**config.mk**
```make
export PLATFORM = sky130hd
export DESIGN_NAME = wave_capture
export DESIGN_NICKNAME = d
export VERILOG_FILES = /design/src/rtl/wave_pkg.sv /design/src/rtl/wave_capture_ram.sv /design/src/rtl/wave_capture.sv
export SDC_FILE = /design/constraint.sdc
export NUM_CORES = 2
export LEC_CHECK = 0
export BUFFER_PORTS_ARGS = -buffer_cell sky130_fd_sc_hd__buf_2
export CAP_MARGIN = 30
export CORE_ASPECT_RATIO = 0.75
export CORE_UTILIZATION = 38
export CTS_CLUSTER_SIZE = 28
export DETAILED_ROUTE_END_ITERATION = 10
export PLACE_DENSITY = 0.59
export REMOVE_ABC_BUFFERS = 1
export SLEW_MARGIN = 20
export SYNTH_ARGS = -nofsm -noshare
export SYNTH_HDL_FRONTEND = slang
export SYNTH_SLANG_ARGS = --single-unit
export TNS_END_PERCENT = 5
```
**constraint.sdc**
```tcl
create_clock -name i_clk -period 2.9 [get_ports i_clk]
set_input_delay 0.29 -clock i_clk [delete_from_list [all_inputs] [get_ports i_clk]]
set_output_delay 0.29 -clock i_clk [all_outputs]
set_load 0.05 [all_outputs]
```
**src/rtl/wave_pkg.sv**
```systemverilog
// Shared types for the waveform capture block: FSM states, trigger modes, default width.
// Pure declarations; no logic, no latency.
package wave_pkg;

  localparam int CNT_DEF = 8;

  typedef enum logic [1:0] {
    ST_IDLE    = 2'd0,
    ST_ARMED   = 2'd1,
    ST_CAPTURE = 2'd2,
    ST_READOUT = 2'd3
  } state_e;

  typedef enum logic [1:0] {
    TRIG_IMM     = 2'd0,
    TRIG_RISE    = 2'd1,
    TRIG_FALL    = 2'd2,
    TRIG_IMM_ALT = 2'd3
  } trig_mode_e;

  // prev_ge/cur_ge are the unsigned compares against the threshold
  function automatic logic trig_hit(input trig_mode_e mode, input logic prev_vld,
                                    input logic prev_ge, input logic cur_ge);
    case (mode)
      TRIG_RISE: return prev_vld && !prev_ge && cur_ge;
      TRIG_FALL: return prev_vld && prev_ge && !cur_ge;
      default:   return 1'b1;
    endcase
  endfunction

endpackage

```
**src/rtl/wave_capture_ram.sv**
```systemverilog
// Capture buffer: simple dual-port RAM, one write port, registered read port, no array reset.
// Read data appears one cycle after i_re and holds while i_re is low.
module wave_capture_ram
  import wave_pkg::*;
#(
  parameter int DW = CNT_DEF,
  parameter int AW = CNT_DEF + 1
) (
  input  logic          i_clk,
  input  logic          i_we,
  input  logic [AW-1:0] i_waddr,
  input  logic [DW-1:0] i_wdata,
  input  logic          i_re,
  input  logic [AW-1:0] i_raddr,
  output logic [DW-1:0] o_rdata
);

  logic [DW-1:0] r_mem [2**AW];
  logic [DW-1:0] r_q;

  always_ff @(posedge i_clk) begin
    if (i_we) r_mem[i_waddr] <= i_wdata;
    if (i_re) r_q <= r_mem[i_raddr];
  end

  assign o_rdata = r_q;

endmodule

```
**src/rtl/wave_capture.sv**
```systemverilog
// Triggered waveform capture: arm, wait for trigger, store 2**AW samples, stream them out.
// Readout: first word 1 cycle after entering READOUT, then 1 word/cycle; rd_ready low stalls output.
module wave_capture
  import wave_pkg::*;
#(
  parameter int CNT = CNT_DEF,
  parameter int AW  = CNT + 1
) (
  input  logic           i_clk,
  input  logic           i_rst,
  input  logic           i_arm,
  input  logic           i_abort,
  input  logic [1:0]     i_trig_mode,
  input  logic [CNT-1:0] i_trig_level,
  input  logic           i_in_valid,
  input  logic [CNT-1:0] i_in_data,
  input  logic           i_rd_ready,
  output logic           o_rd_valid,
  output logic [CNT-1:0] o_rd_data,
  output logic           o_rd_last,
  output logic           o_busy,
  output logic           o_done
);

  localparam logic [AW-1:0] LAST_ADDR = {AW{1'b1}};

  state_e         r_state;
  logic [AW-1:0]  r_wr_ptr;
  logic [AW:0]    r_rd_ptr;
  logic [CNT-1:0] r_prev;
  logic           r_prev_vld;
  logic           r_rd_valid;
  logic           r_rd_last;
  logic           r_done;

  logic           w_trig;
  logic           w_we;
  logic [AW-1:0]  w_waddr;
  logic           w_fire;
  logic           w_issue;
  logic [CNT-1:0] w_ram_q;

  assign w_trig  = trig_hit(trig_mode_e'(i_trig_mode), r_prev_vld,
                            r_prev >= i_trig_level, i_in_data >= i_trig_level);
  assign w_we    = i_in_valid && !i_abort &&
                   ((r_state == ST_ARMED && w_trig) || r_state == ST_CAPTURE);
  assign w_waddr = (r_state == ST_ARMED) ? '0 : r_wr_ptr;
  assign w_fire  = r_rd_valid && i_rd_ready;
  // Fetch the next word whenever the output slot is empty or being drained this cycle;
  // r_rd_ptr[AW] marks that every address has already been fetched.
  assign w_issue = (r_state == ST_READOUT) && !r_rd_ptr[AW] && !i_abort &&
                   (!r_rd_valid || i_rd_ready);

  wave_capture_ram #(.DW(CNT), .AW(AW)) u_ram (
    .i_clk   (i_clk),
    .i_we    (w_we),
    .i_waddr (w_waddr),
    .i_wdata (i_in_data),
    .i_re    (w_issue),
    .i_raddr (r_rd_ptr[AW-1:0]),
    .o_rdata (w_ram_q)
  );

  always_ff @(posedge i_clk) begin
    if (i_rst) begin
      r_state    <= ST_IDLE;
      r_wr_ptr   <= '0;
      r_rd_ptr   <= '0;
      r_prev     <= '0;
      r_prev_vld <= 1'b0;
      r_rd_valid <= 1'b0;
      r_rd_last  <= 1'b0;
      r_done     <= 1'b0;
    end else begin
      r_done <= 1'b0;
      if (i_abort) begin
        r_state    <= ST_IDLE;
        r_wr_ptr   <= '0;
        r_rd_ptr   <= '0;
        r_prev_vld <= 1'b0;
        r_rd_valid <= 1'b0;
        r_rd_last  <= 1'b0;
      end else begin
        case (r_state)
          ST_IDLE: begin
            if (i_arm) begin
              r_state    <= ST_ARMED;
              r_prev_vld <= 1'b0;
            end
          end
          ST_ARMED: begin
            if (i_in_valid) begin
              r_prev     <= i_in_data;
              r_prev_vld <= 1'b1;
              if (w_trig) begin
                r_wr_ptr <= AW'(1);
                r_state  <= ST_CAPTURE;
              end
            end
          end
          ST_CAPTURE: begin
            if (i_in_valid) begin
              if (r_wr_ptr == LAST_ADDR) begin
                r_state  <= ST_READOUT;
                r_rd_ptr <= '0;
              end else begin
                r_wr_ptr <= r_wr_ptr + 1'b1;
              end
            end
          end
          ST_READOUT: begin
            if (w_issue) begin
              r_rd_ptr   <= r_rd_ptr + 1'b1;
              r_rd_valid <= 1'b1;
              r_rd_last  <= (r_rd_ptr[AW-1:0] == LAST_ADDR);
            end else if (w_fire) begin
              r_rd_valid <= 1'b0;
              r_rd_last  <= 1'b0;
            end
            if (w_fire && r_rd_last) begin
              r_state  <= ST_IDLE;
              r_wr_ptr <= '0;
              r_done   <= 1'b1;
            end
          end
          default: r_state <= ST_IDLE;
        endcase
      end
    end
  end

  assign o_rd_valid = r_rd_valid;
  assign o_rd_data  = r_rd_valid ? w_ram_q : '0;
  assign o_rd_last  = r_rd_last;
  assign o_busy     = (r_state != ST_IDLE);
  assign o_done     = r_done;

endmodule

```
==> metrics.yaml <==
route:
  via_count: 87571
  postRouteWirelength_mm: 480
  drtAntennaViolNets: 0
  via_per_inst: 5.76
  drt_iter0_drc: 13127
  first_pass_iters: 6
  drc: 0
  post_drt_wl_per_cell_microns: 31.6
logic_synthesis:
  synthCells: 7663
  synth_top_flop_cell: "edfxtp_1"
  syn_area_per_cell_sq_um: 21.1
  syn_area_sq_um: 162000
  ys_types: 84
  ys_warn_count: 0
  synthArstFlopShare_pct: 0
  seq_area_frac_synth_pct: 76.5
  synth-seq-cells: 4137
  synth_edf_count: 4104
floorplanning:
  die_w_microns: 756
  initial_core_util_pct: 38.2
  core_sq_um: 424000
  ios: 36
  die_height_microns: 567
  fp.dieArea_sq_um: 429000
  std_cell_rows: 207
cts:
  clock_path_buffers: 4
  clock-sinks: 4137
  h-tree-depth: 5
  clk_pin_slew_ps: 70
  cts_buffers: 379
  clock_latency_ps: 960
  cts_root_buf: "clkbuf_16"
  cts_tree: "done"
setup_path:
  path_class: "reg2reg"
  timing.rr.start: "r_rd_ptr[0]$_SDFFE_PP0P_"
  path_max_fanout: 9
  crit_arrival_ps: 4230
  crit_path_cell_trace: "buf_4 > buf_12 > buf_12 > buf_16 > buf_4 > mux4_2 > mux4_2 > o211ai_1 > nand4_1 > buf_6 > o22a_1"
  rr_worst_depth: 11
  slowest_delay_ps: 550
  critPathSlowestCell: "mux4_2"
  critical_path_required_ps: 3600
  endpoint_kind: "flop"
  startpoint_type: "flop"
  crit-reg2reg-capture: "u_ram.o_rdata[4]$_DFFE_PP_"
  ff2ff_setup_slack_ps: -630
timing:
  setup_viol: 173
  worstMarginPinSlew_ps: 1350
  rsz0062_at_grt: "yes"
  skew_ps: 64.5
  min_period_over_period_pct: 122
  setup_tns_ps: -9940
  slew_headroom_pct: 9.72
  hold_violations: 0
  fin_hold_ws_ps: 118
  max_freq_mhz: 283
  worst_slack_ps: -635
  slew_violations: 0
  period_needed_ps: 3530
global_route:
  grt_max_degree: 204
  grt_pass1_vias: 85877
  grt_pass1_wl_mm: 671
  grtUsageTotal_pct: 21.9
  antenna_found_initial: 31
  overflow: 0
layout:
  synthToLayoutAreaGrowth_pct: 20.5
  final_common_cell: "edfxtp_1"
  layout.cells.most_common_list: "edfxtp_1, buf_4, mux4_2"
  nFillCells: 35036
  fin_nets: 9308
  final_layout_size_suffix_gt1_share_pct: 35.9
  stdcell_count: 15212
hold_path:
  min_from: "i_in_data[1]"
  min_path_cells: 3
  whs_endpoint: "u_ram.r_mem[462][1]$_DFFE_PP_"
  hp-class: "in2reg"
power:
  finalPower_uw: 117000
  p_leak_uw: 0.0621
  vdd_drop_max_uv: 504
  power_density_nw_per_um2: 602
placement:
  dp_hpwl_mm: 309
  place.gp.congestion: 0.881
  place_ws_ps: -1650
  io_buffers: 35
  post-place-cells: 14433
outcome:
  status: "complete, but fails checks"
  violations: "setup timing"
run:
  drv_cap: 0
through the flow:
step	util [%]	cell area (sq um)
after global placement	42.6	181000
after CTS	45.9	194000
after detailed placement	42.6	181000
after floorplan	-	159000
after global routing	46.0	195000
final	46.0	195000
layer usage:
metal / vias up / share of wire, % / GRT usage, % / wire (microns)
met5: - / 0.019 / 0 / 89
met4: 14 / 2.5 / 5.51 / 12200
met3: 648 / 11 / 5.40 / 54100
met2: 4994 / 44 / 31.8 / 210000
met1: 46724 / 42 / 33.2 / 204000
li1: 35191 / - / - / -
cell type report:
cell class              count  area, sq um  share of cell area (%)
well taps                5643         7060                    3.62
multi-input cells        3020        36000                    18.4
flip-flops and latches   4137       124000                    63.5
repair buffers           1687        15800                    8.11
clock inverters           243         2410                    1.24
inverters                  32          138                  0.0705
diodes                     10         25.0                  0.0128
clock buffers             440         9820                    5.03
power by group:
| group | internal, uW | switching (uW) |
|---|---|---|
| Sequential | 65700 | 4.08 |
| Combinational | 191 | 1210 |
| Clock | 28100 | 22300 |
| Total | 94000 | 23500 |
cell families (layout without fill, tap and decap cells):
family | Yosys count | after routing | synth area share, %
simple gates | 1043 | 1043 | 2.69
flops | 4137 | 4137 | 76.5
compound gates | 642 | 642 | 2.72
xor+xnor | 5 | 5 | 0.0270
buf+inv | 506 | 2402 | 1.93
fa+ha+maj | 27 | 27 | 0.209
mux | 1303 | 1303 | 15.9
other cells | 0 | 10 | 0
timing repair:
action / CTS / global route
hold buffers: 15 / 0
setup endpoints to repair: 298 / 1343
cloned: 10 / 4
hold endpoints to repair: 238 / 0
resized for setup: 221 / 126
buffers inserted: 45 / 16
pin swaps: 33 / 44
synth_stat cells, drive strengths merged, types with 7 or more instances:
| cell type | instances | area (sq um) |
|---|---|---|
| a21o | 8 | 60.1 |
| nor2 | 592 | 2220 |
| dfxtp | 33 | 661 |
| o221ai | 35 | 307 |
| mux2i | 262 | 2620 |
| nor4 | 8 | 68.8 |
| a211o | 10 | 87.6 |
| buf | 293 | 2310 |
| edfxtp | 4104 | 123000 |
| mux2 | 35 | 394 |
| o21ai | 92 | 460 |
| o22ai | 68 | 425 |
| nand4 | 7 | 43.8 |
| mux4 | 1006 | 22800 |
| a221oi | 55 | 488 |
| nor2b | 24 | 150 |
| clkbuf | 180 | 697 |
| a221o | 10 | 100 |
| a31oi | 27 | 169 |
| and2 | 17 | 106 |
| o2111ai | 8 | 70.1 |
| inv | 29 | 109 |
| nand2b | 18 | 115 |
| nand2 | 255 | 957 |
| a22oi | 44 | 330 |
| a311oi | 8 | 70.1 |
| a21oi | 131 | 656 |
| a211oi | 45 | 343 |
| a2111oi | 10 | 88.8 |
| o311ai | 7 | 61.3 |
| ha | 27 | 338 |
| nor3 | 31 | 155 |
| nand3 | 54 | 270 |
| o211ai | 34 | 255 |
state kept, by name, summed over array words and instances (netlist names):
register / cells
r_rd_ptr: 10
r_prev: 8
u_ram.r_mem: 4096
u_ram.o_rdata: 8
r_prev_vld: 1
r_state: 2
o_done: 1
r_wr_ptr: 9
o_rd_valid: 1
o_rd_last: 1
critical path, delay by kind of cell, from the launching register on:
family,cells,cell delay [ps]
simple gates,1,270
compound gates,2,610
mux,2,1070
flops,1,380
buf+inv,6,940
how the worst max path moves through the flow:
stage / end / startpoint / slack (ps) / cells after the start
6_report: u_ram.o_rdata[4]$_DFFE_PP_ / r_rd_ptr[0]$_SDFFE_PP0P_ / -630 / 11
5_1_grt: u_ram.o_rdata[2]$_DFFE_PP_ / r_rd_ptr[0]$_SDFFE_PP0P_ / -690 / 14
4_1_cts: u_ram.o_rdata[7]$_DFFE_PP_ / r_rd_ptr[0]$_SDFFE_PP0P_ / -600 / 14
3_5_place_dp: u_ram.o_rdata[7]$_DFFE_PP_ / r_rd_ptr[0]$_SDFFE_PP0P_ / -1650 / 13
3_3_place_gp: u_ram.o_rdata[7]$_DFFE_PP_ / r_rd_ptr[0]$_SDFFE_PP0P_ / -1790 / 13
2_1_floorplan: u_ram.o_rdata[2]$_DFFE_PP_ / r_rd_ptr[0]$_SDFFE_PP0P_ / -48540 / 8
Power figures use the tool's default switching activity.
